[src/rtl/axi_pkg.sv]
`default_nettype none
// ---------------------------------------------------------------------------
// axi_pkg : shared types and constants for the AXI read-channel arbiter
// Revision: 1.0
// ---------------------------------------------------------------------------
package axi_pkg;

  typedef enum logic [1:0] {
    ARB_IDLE = 2'd0,
    ARB_AR   = 2'd1,
    ARB_R    = 2'd2
  } arb_state_e;

  localparam logic REQ_ICACHE = 1'b0;
  localparam logic REQ_DCACHE = 1'b1;

  localparam int DEF_ADDR_W = 32;
  localparam int DEF_DATA_W = 32;
  localparam int DEF_ID_W   = 4;

endpackage
`default_nettype wire

[src/rtl/axi_rd_arbiter_rr_pick2.sv]
`default_nettype none
// ---------------------------------------------------------------------------
// rr_pick2 : combinational 2-way round-robin chooser
// Revision: 1.0
// ---------------------------------------------------------------------------
module rr_pick2 (
  input  logic [1:0] req_i,
  input  logic       last_gnt_i,
  output logic       any_o,
  output logic       winner_o
);

  assign any_o    = |req_i;
  // On a tie the port that did not win last time goes next.
  assign winner_o = (&req_i) ? ~last_gnt_i : req_i[1];

endmodule
`default_nettype wire

[src/rtl/axi_rd_arbiter.sv]
`default_nettype none
// ---------------------------------------------------------------------------
// axi_rd_arbiter : shares one AXI AR/R port between icache (0) and dcache (1)
// Revision: 1.0
// ---------------------------------------------------------------------------
module axi_rd_arbiter
  import axi_pkg::*;
#(
  parameter int ADDR_W = DEF_ADDR_W,
  parameter int DATA_W = DEF_DATA_W,
  parameter int ID_W   = DEF_ID_W
) (
  input  logic                  clk,
  input  logic                  reset,
  input  logic [2*ID_W-1:0]     s_arid,
  input  logic [2*ADDR_W-1:0]   s_araddr,
  input  logic [1:0]            s_arvalid,
  output logic [1:0]            s_arready,
  output logic [2*ID_W-1:0]     s_rid,
  output logic [2*DATA_W-1:0]   s_rdata,
  output logic [1:0]            s_rlast,
  output logic [1:0]            s_rvalid,
  input  logic [1:0]            s_rready,
  output logic [ID_W-1:0]       m_arid,
  output logic [ADDR_W-1:0]     m_araddr,
  output logic                  m_arvalid,
  input  logic                  m_arready,
  input  logic [ID_W-1:0]       m_rid,
  input  logic [DATA_W-1:0]     m_rdata,
  input  logic                  m_rlast,
  input  logic                  m_rvalid,
  output logic                  m_rready,
  output logic                  err
);

  arb_state_e          state_q, state_d;
  logic                gnt_q, gnt_d;
  logic                last_gnt_q, last_gnt_d;
  logic [ADDR_W-1:0]   addr_q, addr_d;
  logic [ID_W-1:0]     id_q, id_d;
  logic                err_q, err_d;
  logic                w_any;
  logic                w_winner;

  rr_pick2 u_pick (
    .req_i      (s_arvalid),
    .last_gnt_i (last_gnt_q),
    .any_o      (w_any),
    .winner_o   (w_winner)
  );

  always_comb begin
    state_d    = state_q;
    gnt_d      = gnt_q;
    last_gnt_d = last_gnt_q;
    addr_d     = addr_q;
    id_d       = id_q;
    case (state_q)
      ARB_IDLE: begin
        if (w_any) begin
          gnt_d   = w_winner;
          state_d = ARB_AR;
          if (w_winner == REQ_DCACHE) begin
            addr_d = s_araddr[2*ADDR_W-1:ADDR_W];
            id_d   = s_arid[2*ID_W-1:ID_W];
          end else begin
            addr_d = s_araddr[ADDR_W-1:0];
            id_d   = s_arid[ID_W-1:0];
          end
        end
      end
      ARB_AR: begin
        if (m_arready) state_d = ARB_R;
      end
      ARB_R: begin
        if (m_rvalid && m_rready && m_rlast) begin
          last_gnt_d = gnt_q;
          state_d    = ARB_IDLE;
        end
      end
      default: state_d = ARB_IDLE;
    endcase
    // Stray beats outside a burst or with a foreign ID are flagged until reset.
    err_d = err_q | (m_rvalid && ((state_q != ARB_R) || (m_rid != ID_W'(gnt_q))));
  end

  always_ff @(posedge clk) begin
    if (reset) begin
      state_q    <= ARB_IDLE;
      gnt_q      <= REQ_ICACHE;
      last_gnt_q <= REQ_DCACHE;
      addr_q     <= '0;
      id_q       <= '0;
      err_q      <= 1'b0;
    end else begin
      state_q    <= state_d;
      gnt_q      <= gnt_d;
      last_gnt_q <= last_gnt_d;
      addr_q     <= addr_d;
      id_q       <= id_d;
      err_q      <= err_d;
    end
  end

  always_comb begin
    s_arready = '0;
    s_rid     = '0;
    s_rdata   = '0;
    s_rlast   = '0;
    s_rvalid  = '0;
    m_arid    = '0;
    m_araddr  = '0;
    m_arvalid = 1'b0;
    m_rready  = 1'b0;
    if (state_q == ARB_AR) begin
      m_arvalid        = 1'b1;
      m_araddr         = addr_q;
      m_arid           = ID_W'(gnt_q);
      s_arready[gnt_q] = m_arready;
    end
    if (state_q == ARB_R) begin
      m_rready        = s_rready[gnt_q];
      s_rvalid[gnt_q] = m_rvalid;
      s_rlast[gnt_q]  = m_rlast;
      if (gnt_q == REQ_DCACHE) begin
        s_rdata[2*DATA_W-1:DATA_W] = m_rdata;
        s_rid[2*ID_W-1:ID_W]       = id_q;
      end else begin
        s_rdata[DATA_W-1:0] = m_rdata;
        s_rid[ID_W-1:0]     = id_q;
      end
    end
  end

  assign err = err_q;

endmodule
`default_nettype wire

[config.mk]
export PLATFORM = sky130hd
export DESIGN_NAME = axi_rd_arbiter
export DESIGN_NICKNAME = d
export VERILOG_FILES = /design/src/rtl/axi_pkg.sv /design/src/rtl/axi_rd_arbiter_rr_pick2.sv /design/src/rtl/axi_rd_arbiter.sv
export SDC_FILE = /design/constraint.sdc
export NUM_CORES = 1
export LEC_CHECK = 0
export ABC_AREA = 1
export CELL_PAD_IN_SITES_DETAIL_PLACEMENT = 0
export CELL_PAD_IN_SITES_GLOBAL_PLACEMENT = 1
export CORE_MARGIN = 2
export CORE_UTILIZATION = 19
export DETAILED_ROUTE_END_ITERATION = 8
export PLACE_DENSITY_LB_ADDON = 0.08
export SLEW_MARGIN = 20
export SYNTH_ARGS = -nofsm -noshare
export SYNTH_HDL_FRONTEND = slang
export SYNTH_SLANG_ARGS = --single-unit
[constraint.sdc]
create_clock -name clk -period 1.7 [get_ports clk]
set_input_delay 0.51 -clock clk [delete_from_list [all_inputs] [get_ports clk]]
set_output_delay 0.51 -clock clk [all_outputs]
set_load 0.005 [all_outputs]
# After elaboration in Yosys (flattened, before gate mapping)

Cells that the tools add are included.

Output and inout bits: 117
Input bits: 117
Flip-flop bits (word level): 41
Word-level logic and storage cells: 55

Bitwise operators: 5
$lt $le $gt $ge: 2
Mux-type cells: 24
Reductions and logical operators: 11
Eq/ne operators: 7

Operators by type and width:

| kind                                                        | count |
|---|---|
| 2-to-1 mux 32 bit                                           | 4 |
| 2-to-1 mux 64 bit                                           | 1 |
| 2-to-1 mux 2 bit                                            | 6 |
| 2-to-1 mux 4 bit                                            | 3 |
| 2-to-1 mux 8 bit                                            | 1 |
| 2-to-1 mux 1 bit                                            | 7 |
| AND 2 bit                                                   | 3 |
| inequality test 2 bit (second input constant)               | 3 |
| one-hot mux 2 bit (3 select lines)                          | 1 |
| AND reduction 2 bit                                         | 3 |
| logical AND 1 bit                                           | 4 |
| inequality test 4 x 1 -> 1 bit                              | 1 |
| AND reduction 3 bit                                         | 1 |
| equality test 2 x 1 -> 1 bit (second input constant)        | 1 |
| equality test 2 bit (second input constant)                 | 1 |
| zero test 2 bit                                             | 1 |
| less-than comparator 1 x 2 -> 1 bit (second input constant) | 1 |
| inequality test 2 x 1 -> 1 bit (second input constant)      | 1 |
| OR reduction 2 bit                                          | 1 |
| demux 1 bit (select 1 bit)                                  | 1 |
| greater-or-equal comparator 1 bit (second input constant)   | 1 |
| logical OR 1 bit                                            | 1 |
| inverter 1 bit                                              | 1 |
| bitwise OR 1 bit                                            | 1 |

# Logic depth before layout (Yosys ltp)

Gate-level depths: netlist of run 1.

Depth after elaboration: 7
Depth in mapped cells: 7
Gate-level depth less buffers: 6

# Modules after synthesis

A second synthesis of run 1 with hierarchy kept.

Cells, all modules: 481
Area total of the unflattened synthesis: 2730.1 sq um

Modules (own cells, without submodules):

| module         | instances | sequential area each (sq um) | area each (sq um) | cells each |
|---|---|---|---|---|
| axi_rd_arbiter | 1         | 820.8                        | 2715.1            | 478 |
| rr_pick2       | 1         | 0.0                          | 15.0              | 3 |

# Worst setup path before layout of run 1

No wires, ideal clock.

Path type: register -> output
Start point: register gnt_q
End point: output s_rdata[16]
Setup slack: 125 ps
Arrival time: 1065 ps
Path buffers: 3
Cell stages (with the launch flop): 7
Data required time: 1190 ps
Cell sequence: dfxtp_1 > buf_2 > inv_1 > nand2_1 > buf_2 > buf_4 > nor2_1

Cells in the longest elaborated chain, start to end: 2

Ends and longest elaborated chain:

| what                   | RTL line              | RTL |
|---|---|---|
| start, declared        | axi_rd_arbiter.sv:37  | `logic gnt_q, gnt_d;` |
| start signal, assigned | axi_rd_arbiter.sv:97  | `gnt_q <= gnt_d;` |
| 2-to-1 mux 32 bit      | axi_rd_arbiter.sv:125 | `if (gnt_q == REQ_DCACHE) begin` |
| 2-to-1 mux 64 bit      | axi_rd_arbiter.sv:121 | `if (state_q == ARB_R) begin` |
| end, declared          | axi_rd_arbiter.sv:20  | `output logic [2*DATA_W-1:0] s_rdata,` |

No other way between the ends.

# Worst setup path after layout of run 1

Start point: register state_q[0]
End point: output s_rid[7]

Cells in the longest elaborated chain, start to end: 2

Ends and longest elaborated chain:

| what                   | RTL line              | RTL |
|---|---|---|
| start, declared        | axi_rd_arbiter.sv:36  | `arb_state_e state_q, state_d;` |
| start signal, assigned | axi_rd_arbiter.sv:96  | `state_q <= state_d;` |
| equality test 2 bit    | axi_rd_arbiter.sv:121 |  |
| 2-to-1 mux 8 bit       | axi_rd_arbiter.sv:121 |  |
| end, declared          | axi_rd_arbiter.sv:19  | `output logic [2*ID_W-1:0] s_rid,` |

No other way between the ends.

==> results of run 1 <==
-- flip-flops by register name, indices dropped and copies added, names as in the netlist --
register	flops
gnt_q	1
err	1
state_q	2
last_gnt_q	1
id_q	4
addr_q	32
-- cell families after synthesis --
logic type | Yosys count | synth area share, %
and+or+nand+nor | 320 | 42.9
buffers and inverters | 150 | 21.2
AOI/OAI and AO/OA | 41 | 7.16
DFF | 41 | 28.6
other | 1 | 0.131
-- stage by stage --
step                hold slack, ns  utilization (%)  TNS (ns)  total power, µW
floorplan                    0.428                -         0             1630
global placement             0.443             38.1    -45.41             2280
detailed placement           0.450             38.1    -45.75             2290
CTS                          0.459             39.6    -11.60             3590
global route                 0.482             44.1    -16.68             3940
finish                       0.451             44.1    -10.68             3690
-- synthesized netlist by cell type, drive strengths merged --
master,n
nand4,1
nand3,3
dfxtp,41
nor2,219
a21oi,5
clkbuf,8
buf,23
inv,119
nand2,91
o21ai,36
nor3,6
conb,1
-- placed cells by master (no fill, tap or decap), types with 4 or more instances in the layout --
master and instances:
buf_4 23, dfxtp_1 38, nor2_2 25, buf_8 4, clkdlybuf4s50_1 114, clkbuf_16 11
o21ai_1 6, inv_1 113, buf_2 99, a21oi_1 4, nand2_1 85, nor2_1 124
o21ai_0 30, buf_6 26, nor3_2 4, nor2_4 70, buf_12 11
-- how the worst max path moves through the flow --
| stage | end | startpoint | slack (ns) |
|---|---|---|---|
| finish | s_rid[7] | state_q[0]$_SDFFE_PP0P_ | -0.17 |
| global route | s_rid[7] | state_q[0]$_SDFFE_PP0P_ | -0.22 |
| CTS | s_rdata[44] | state_q[0]$_SDFFE_PP0P_ | -0.21 |
| detailed placement | s_arready[0] | m_arready | -0.59 |
| global placement | s_rdata[25] | m_rdata[25] | -0.57 |
| floorplan | s_rdata[16] | gnt_q$_SDFFE_PP0P_ | 0.12 |
-- layer usage --
layer | wire (µm) | track usage, %
met5 | 0 | 0
met4 | 106 | 3.17
met3 | 820 | 3.33
met1 | 5690 | 18.7
met2 | 7150 | 29.7
-- timing repair --
item	in CTS	in global routing
setup buffers	15	3
setup endpoints to repair	113	113
pin swaps	7	7
resized for setup	547	156
hold endpoints to repair	0	0
cloned	4	7
hold buffers	0	0
-- final cells by class --
class                      count  area (µm²)
inverter                     119         462
fill                        1567        8180
sequential                    41         827
tap                          184         230
timing repair buffer         289        2640
clock buffer                   6         129
multi-input combinational    364        2130
clock inverter                 2        38.8
-- power by group --
group	leakage, µW	total (µW)	switching [µW]	internal, µW
combinational	0.00288	1460	724	740
sequential	0.000342	1130	54.1	1080
clock	0.0000810	1090	397	696
total	0.00331	3690	1180	2510
-- critical path: stages (launching register included) --
cell and delay, ns:
dfxtp_2 0.33, inv_2 0.07, nand2_4 0.07, inv_8 0.08, nand2_8 0.10, clkbuf_16 0.20
nor2_1 0.08, buf_2 0.13
==> impl_metrics.env, run 1 <==
export IMPL_vias=4058
export IMPL_whs_path_depth=2
export IMPL_placed_cell_area_um2=5580
export IMPL_finalCritPeriodShare_pct=110
export IMPL_slew_viol_final=0
export IMPL_r2r_slack_ns=0.20
export IMPL_insertion_delay_ns=0.29
export IMPL_rows=44
export IMPL_synth_area_leaders="nor2_1 (29%), dfxtp_1 (29%), inv_1 (16%)"
export IMPL_critical_path_class="flip-flop to output pin"
export IMPL_vdd_drop_max_v=0.000387
export IMPL_fp_coreArea_um2=14600
export IMPL_start_kind="flip-flop"
export IMPL_min_period_ns=1.87
export IMPL_ios=234
export IMPL_pre_cts_ws_ns=-0.590
export IMPL_fin_nets=937
export IMPL_diodes=0
export IMPL_violations="setup timing"
export IMPL_netlist_area_um2=2870
export IMPL_rr_worst_depth=7
export IMPL_grt_usage_pct=15.9
export IMPL_cts_tree="done"
export IMPL_overflow=0
export IMPL_dpl_cell_count=970
export IMPL_grt_max_degree=54
export IMPL_grt_pass1_vias=3864
export IMPL_die_h_um=127
export IMPL_dpl_hpwl_um=9520
export IMPL_post_synth_top_area_cell="nor2_1"
export IMPL_start_util_pct=19.6
export IMPL_fp_dieArea_um2=16100
export IMPL_clkSinkCount=41
export IMPL_synth_seq_cells=41
export IMPL_wl_um=13800
export IMPL_worst_ep_required_time_ns=1.19
export IMPL_setup_violations=101
export IMPL_clock_root_buffer="clkbuf_16"
export IMPL_setup_ws_ns=-0.168
export IMPL_ys_warn_count=0
export IMPL_drt_iter0_drc=149
export IMPL_clockBufferDepth=2
export IMPL_status="finished with violations"
export IMPL_io_buffers=230
export IMPL_drt_pass1_iter_count=6
export IMPL_design_area_um2=6460
export IMPL_htreeDepth=2
export IMPL_areaGrowthSynthToFinish_pct=125
export IMPL_ant_nets=0
export IMPL_fin_cells=1005
export IMPL_r2r_start="state_q[0]$_SDFFE_PP0P_"
export IMPL_synth_top_cell_area_share_pct=28.7
export IMPL_place_congestion=0.791
export IMPL_cap_violations=0
export IMPL_arrival_ns=1.36
export IMPL_power_density_nw_per_um2=571
export IMPL_synth_yosys_seq_area_share_pct=28.6
export IMPL_grt_pass1_wl_um=20400
export IMPL_min_delay_start="err$_SDFF_PP0_"
export IMPL_path_max_fanout=8
export IMPL_endpoint_kind="output pin"
export IMPL_grt_antenna_before_repair=0
export IMPL_drive_above_1_share_pct=36.1
export IMPL_syn_inst=553
export IMPL_die_x_um=127
export IMPL_fmax_ghz=0.535
export IMPL_final_hold_viol_count=0
export IMPL_skew_ns=0.00737
export IMPL_numCtsBuffers=5
export IMPL_synth_area_per_cell_um2=5.18
export IMPL_rsz0062_at_grt="true"
export IMPL_wl_per_cell_um=13.7
export IMPL_whs_endpoint="err$_SDFF_PP0_"
export IMPL_synthDistinctLibCells=17
export IMPL_avgViaCountPerCell=4.04
export IMPL_r2r_end="id_q[2]$_SDFFE_PP0P_"
export IMPL_clk_pin_slew_ns=0.06
export IMPL_drc_errors=0
export IMPL_hold_class="flip-flop to flip-flop"
export IMPL_p_leak_uw=0.00331
No activity file was read; power rests on OpenSTA's default activity.
==> inputs of run 2 (changes only) <==
==> constraint.sdc (replaced) <==
create_clock -name clk -period 2.05 [get_ports clk]
set_input_delay 0.615 -clock clk [delete_from_list [all_inputs] [get_ports clk]]
set_output_delay 0.615 -clock clk [all_outputs]
set_load 0.005 [all_outputs]
==> run 2 against run 1 <==
The flow still finishes with violations (setup timing). Combinational power fell by 35%. Clock power fell by 17%. Total power fell by 24%. Design area fell by 8.8%. Wire length fell by 4.3%. Worst hold slack improved by 0.0014 ns. Sequential power fell by 17%. Final cell count fell by 1.9%. Count of clock-buffer cells in the layout did not move. Die area did not move. Utilization fell by 3.9 points.
==> impl_metrics.env, run 2 (synthesized netlist as in run 1, its figures left out) <==
export IMPL_status="finished with violations"
export IMPL_violations="setup timing"
export IMPL_cts_tree="done"
export IMPL_drt_pass1_iter_count=4
export IMPL_place_congestion=0.786
export IMPL_layout_commonest_cell="nor2_1"
export IMPL_worst_ep_required_time_ns=1.43
export IMPL_dpl_hpwl_um=9420
export IMPL_ant_nets=0
export IMPL_whs_endpoint="err$_SDFF_PP0_"
export IMPL_htreeDepth=2
export IMPL_whs_ns=0.453
export IMPL_die_x_um=127
export IMPL_hold_class="flip-flop to flip-flop"
export IMPL_setup_ws_ns=-0.00789
export IMPL_p_leak_uw=0.00321
export IMPL_start_util_pct=19.6
export IMPL_power_density_nw_per_um2=473
export IMPL_cap_violations=0
export IMPL_r2r_slack_ns=0.72
export IMPL_ios=234
export IMPL_drt_iter0_drc=105
export IMPL_fmax_ghz=0.486
export IMPL_whs_path_depth=2
export IMPL_diodes=0
export IMPL_clock_root_buffer="clkbuf_16"
export IMPL_start_kind="flip-flop"
export IMPL_r2r_end="addr_q[15]$_SDFFE_PP0P_"
export IMPL_wl_um=13200
export IMPL_min_delay_start="err$_SDFF_PP0_"
export IMPL_rsz0062_at_grt="true"
export IMPL_slew_viol_final=0
export IMPL_top_regs="addr_q: 32 flops, id_q: 4 flops, state_q: 2 flops"
export IMPL_pre_cts_ws_ns=-0.465
export IMPL_drive_above_1_share_pct=23.1
export IMPL_finalCritPeriodShare_pct=100
export IMPL_setup_violations=3
export IMPL_wl_per_cell_um=13.4
export IMPL_skew_ns=0.0113
export IMPL_placed_cell_area_um2=5510
export IMPL_insertion_delay_ns=0.29
export IMPL_overflow=0
export IMPL_clkSinkCount=41
export IMPL_clk_pin_slew_ns=0.05
export IMPL_avgViaCountPerCell=3.96
export IMPL_critical_path_class="flip-flop to output pin"
export IMPL_fp_coreArea_um2=14600
export IMPL_numCtsBuffers=5
export IMPL_areaGrowthSynthToFinish_pct=106
export IMPL_min_period_ns=2.06
export IMPL_grt_pass1_vias=3883
export IMPL_grt_usage_pct=15.4
export IMPL_rr_worst_depth=6
export IMPL_arrival_ns=1.44
export IMPL_clockBufferDepth=2
export IMPL_grt_antenna_before_repair=0
export IMPL_vdd_drop_max_v=0.000432
export IMPL_largest_register="addr_q"
export IMPL_drc_errors=0
export IMPL_tns_ns=-0.0111
export IMPL_r2r_start="state_q[0]$_SDFFE_PP0P_"
export IMPL_grt_max_degree=54
export IMPL_final_hold_viol_count=0
export IMPL_mostFrequentLayoutCells="nor2_1 (175), inv_1 (113), clkdlybuf4s50_1 (113), nand2_1 (85), buf_2 (48)"
export IMPL_design_area_um2=5890
export IMPL_fp_dieArea_um2=16100
export IMPL_fin_nets=918
export IMPL_die_h_um=127
export IMPL_io_buffers=230
export IMPL_grt_pass1_wl_um=19800
export IMPL_vias=3903
export IMPL_rows=44
export IMPL_ctsHoldBuffers=0
export IMPL_path_max_fanout=8
export IMPL_largest_register_ffs=32
export IMPL_finalPower_uw=2790
export IMPL_endpoint_kind="output pin"
## run 2: where the power goes
group / total [µW] / switching, µW / internal [µW]
Combinational: 946 / 463 / 483
Clock: 902 / 325 / 577
Sequential: 940 / 46.2 / 894
## run 2: worst max path at each step
| stage | startpoint | endpoint |
|---|---|---|
| CTS | state_q[0]$_SDFFE_PP0P_ | s_rdata[62] |
| detailed placement | m_arready | s_arready[0] |
| finish | state_q[0]$_SDFFE_PP0P_ | s_rdata[46] |
| floorplan | gnt_q$_SDFFE_PP0P_ | s_rdata[16] |
| global placement | m_rdata[25] | s_rdata[25] |
| global route | state_q[0]$_SDFFE_PP0P_ | s_rdata[48] |
## run 2: metrics by stage
| step | cells | util (%) |
|---|---|---|
| 2_1_floorplan | 555 | - |
| 3_3_place_gp | 963 | 37.6 |
| 3_5_place_dp | 963 | 37.6 |
| 4_1_cts | 982 | 39.4 |
| 5_1_grt | 986 | 40.2 |
| 6_report | 986 | 40.2 |
## run 2: metal layers
layer	part of all wire (%)	vias up	GRT usage [%]	wire [µm]
met5	0	-	0	0
met2	51	146	29.7	6730
met3	6.3	13	3.16	836
met4	1.4	0	3.43	184
li1	-	2067	-	-
met1	41	1677	17.2	5420
## run 2: final cells by class
type                    instances  area [µm²]
repair buffers                270        2470
flip-flops and latches         41         827
well taps                     184         230
clock buffers                   6         129
multi-input cells             364        1750
inverters                     119         449
clock inverters                 2        38.8
fillers                      1610        8750
## run 2: timing repair
action	4_1_cts	5_1_grt
endpoints found under the setup margin	113	67
pin swaps	3	8
setup buffers	7	1
cloned	4	3
resized for setup	301	141
## run 2: worst max-delay path, cell delays in order (launching register included)
cell     delay (ns)
dfxtp_2        0.33
inv_2          0.07
nand2_4        0.06
inv_4          0.08
buf_6          0.12
nand2_8        0.11
buf_16         0.19
nor2_1         0.08
buf_2          0.12
==> inputs of run 3 (changes only) <==
--- a/config.mk
+++ b/config.mk
@@ -9,7 +9,7 @@
 export CELL_PAD_IN_SITES_DETAIL_PLACEMENT = 0
 export CELL_PAD_IN_SITES_GLOBAL_PLACEMENT = 1
 export CORE_MARGIN = 2
-export CORE_UTILIZATION = 19
+export CORE_UTILIZATION = 18
 export DETAILED_ROUTE_END_ITERATION = 8
 export PLACE_DENSITY_LB_ADDON = 0.08
 export SLEW_MARGIN = 20
==> constraint.sdc (replaced) <==
create_clock -name clk -period 1.7 [get_ports clk]
set_input_delay 0.51 -clock clk [delete_from_list [all_inputs] [get_ports clk]]
set_output_delay 0.51 -clock clk [all_outputs]
set_load 0.005 [all_outputs]
==> run 3 against run 2 <==
The run still ends with setup timing left. Combinational power grew 59%. Sequential share of layout area shrank 1.3 points. Worst hold slack gained 0.0046 ns. Clock power grew 21%. Sequential power grew 20%. Via count grew 3.4%. Total power grew 34%. Critical endpoint is now s_rdata[6]. Flip-flop and latch count is the same. Utilization grew 1.4 points. Largest cell class unchanged. First-iteration DRC count shrank 4.8%. Design area grew 11%.
==> impl_metrics.env, run 3 (synthesized netlist as in run 1, its figures left out) <==
export IMPL_path_max_fanout=5
export IMPL_nFillCells=1708
export IMPL_wl_per_cell_um=13.5
export IMPL_finalCritPeriodShare_pct=115
export IMPL_grt_max_degree=39
export IMPL_ant_nets=0
export IMPL_r2r_slack_ns=0.27
export IMPL_hold_class="flip-flop to flip-flop"
export IMPL_p_leak_uw=0.00335
export IMPL_rr_worst_depth=8
export IMPL_fp_coreArea_um2=15700
export IMPL_drt_pass1_iter_count=4
export IMPL_ios=234
export IMPL_r2r_start="state_q[0]$_SDFFE_PP0P_"
export IMPL_numCtsBuffers=5
export IMPL_arrival_ns=1.45
export IMPL_drive_above_1_share_pct=32.4
export IMPL_rsz0062_at_grt="true"
export IMPL_p_seq_share_pct=30.4
export IMPL_drc_errors=0
export IMPL_top_regs="addr_q: 32 flops, id_q: 4 flops, state_q: 2 flops"
export IMPL_r2r_end="addr_q[19]$_SDFFE_PP0P_"
export IMPL_die_h_um=130
export IMPL_min_delay_start="err$_SDFF_PP0_"
export IMPL_critical_path_class="flip-flop to output pin"
export IMPL_drt_iter0_drc=100
export IMPL_multi_input_area_um2=1910
export IMPL_slew_viol_final=0
export IMPL_grt_pass1_vias=3692
export IMPL_endpoint_kind="output pin"
export IMPL_areaGrowthSynthToFinish_pct=128
export IMPL_dpl_hpwl_um=9520
export IMPL_status="finished with violations"
export IMPL_setup_violations=109
export IMPL_largest_register="addr_q"
export IMPL_grt_usage_pct=15.1
export IMPL_layout_commonest_cell="nor2_1"
export IMPL_diodes=0
export IMPL_largest_register_ffs=32
export IMPL_clkSinkCount=41
export IMPL_whs_path_depth=2
export IMPL_grt_pass1_wl_um=19700
export IMPL_grt_antenna_before_repair=0
export IMPL_switching_share_pct=31.3
export IMPL_clock_root_buffer="clkbuf_16"
export IMPL_min_period_ns=1.96
export IMPL_overflow=0
export IMPL_io_buffers=230
export IMPL_vdd_drop_max_v=0.000331
export IMPL_wl_um=14000
export IMPL_rows=46
export IMPL_mostFrequentLayoutCells="nor2_1 (151), inv_1 (114), clkdlybuf4s50_1 (112), nand2_1 (84), buf_2 (59)"
export IMPL_clk_pin_slew_ns=0.06
export IMPL_place_congestion=0.752
export IMPL_die_x_um=130
export IMPL_skew_ns=0.00688
export IMPL_final_hold_viol_count=0
export IMPL_comb_power_share_pct=40.3
export IMPL_power_density_nw_per_um2=570
export IMPL_fp_dieArea_um2=16900
export IMPL_whs_endpoint="err$_SDFF_PP0_"
export IMPL_worstSetupStartpoint="state_q[0]$_SDFFE_PP0P_"
export IMPL_ff_latch_area_um2=830
export IMPL_start_kind="flip-flop"
export IMPL_finalPower_uw=3730
export IMPL_violations="setup timing"
export IMPL_htreeDepth=2
export IMPL_vias=4034
export IMPL_cap_violations=0
export IMPL_start_util_pct=18.2
export IMPL_avgViaCountPerCell=3.89
export IMPL_worst_ep_required_time_ns=1.19
export IMPL_tns_ns=-15.99
export IMPL_insertion_delay_ns=0.29
export IMPL_fin_nets=939
export IMPL_clockBufferDepth=2
export IMPL_clkPwrFrac_pct=29.2
export IMPL_cts_tree="done"
export IMPL_p_int_uw=2560
export IMPL_fmax_ghz=0.510
export IMPL_power_switching_uw=1170
export IMPL_setup_ws_ns=-0.260
export IMPL_ctsHoldBuffers=0
## run 3: changes by cell type in the layout (fill, tap and decap cells not counted), sizes merged, moves of 2 or more
cell           delta
clkbuf            -7
dlygate4sd2      -31
clkdlybuf4s15    +23
dlymetal6s2s      +2
buf              +34
## run 3: what timing repair did
item,in CTS,in global routing
setup endpoints to repair,113,117
pin swaps,6,7
resized for setup,426,167
setup buffers,9,11
cloned,5,8
## run 3: worst max path at each step
stage,slack [ns],to,cells past startpoint
2_1_floorplan,0.12,s_rdata[16],6
3_3_place_gp,-0.59,m_rready,4
3_5_place_dp,-0.58,m_rready,4
4_1_cts,-0.27,m_araddr[24],6
5_1_grt,-0.31,s_rdata[6],8
6_report,-0.26,s_rdata[6],8
## run 3: critical path: stages (launching register included)
cell and delay [ns]:
dfxtp_2 0.33, inv_2 0.07, nand2_4 0.06, inv_6 0.08, nand2_8 0.10, buf_16 0.16
buf_8 0.13, nor2_1 0.07, buf_2 0.13
## run 3: cell type report
cell class	instances	area share (%)
Multi-Input combinational cell	364	29.2
Clock buffer	5	1.91
Clock inverter	2	0.536
Tap cell	216	4.13
Timing Repair Buffer	291	44.4
Sequential cell	41	12.7
Inverter	119	7.18
## run 3: routing by layer
layer / GRT usage (%) / routed length [µm]
met1: 17.7 / 5620
met2: 26.6 / 7020
met3: 4.63 / 1120
met4: 3.80 / 234
met5: 0 / 0
## run 3: power by group through the flow
stage | logic, µW | registers, µW | clock network [µW]
after global routing | 1660 | 1150 | 1180
after detailed placement | 1140 | 1150 | 0
after global placement | 1140 | 1150 | 0
after floorplan | 495 | 1140 | 0
after CTS | 1240 | 1130 | 1140
final | 1500 | 1130 | 1090
## run 3: metrics by stage
stage | setup slack (ns) | cells | util [%] | area [µm²] | hold slack [ns]
floorplan | 0.125 | 555 | - | 2870 | 0.428
global placement | -0.588 | 1001 | 35.8 | 5620 | 0.448
detailed placement | -0.579 | 1001 | 35.8 | 5620 | 0.448
CTS | -0.267 | 1022 | 37.9 | 5960 | 0.459
global route | -0.312 | 1038 | 41.6 | 6540 | 0.499
finish | -0.260 | 1038 | 41.6 | 6540 | 0.457
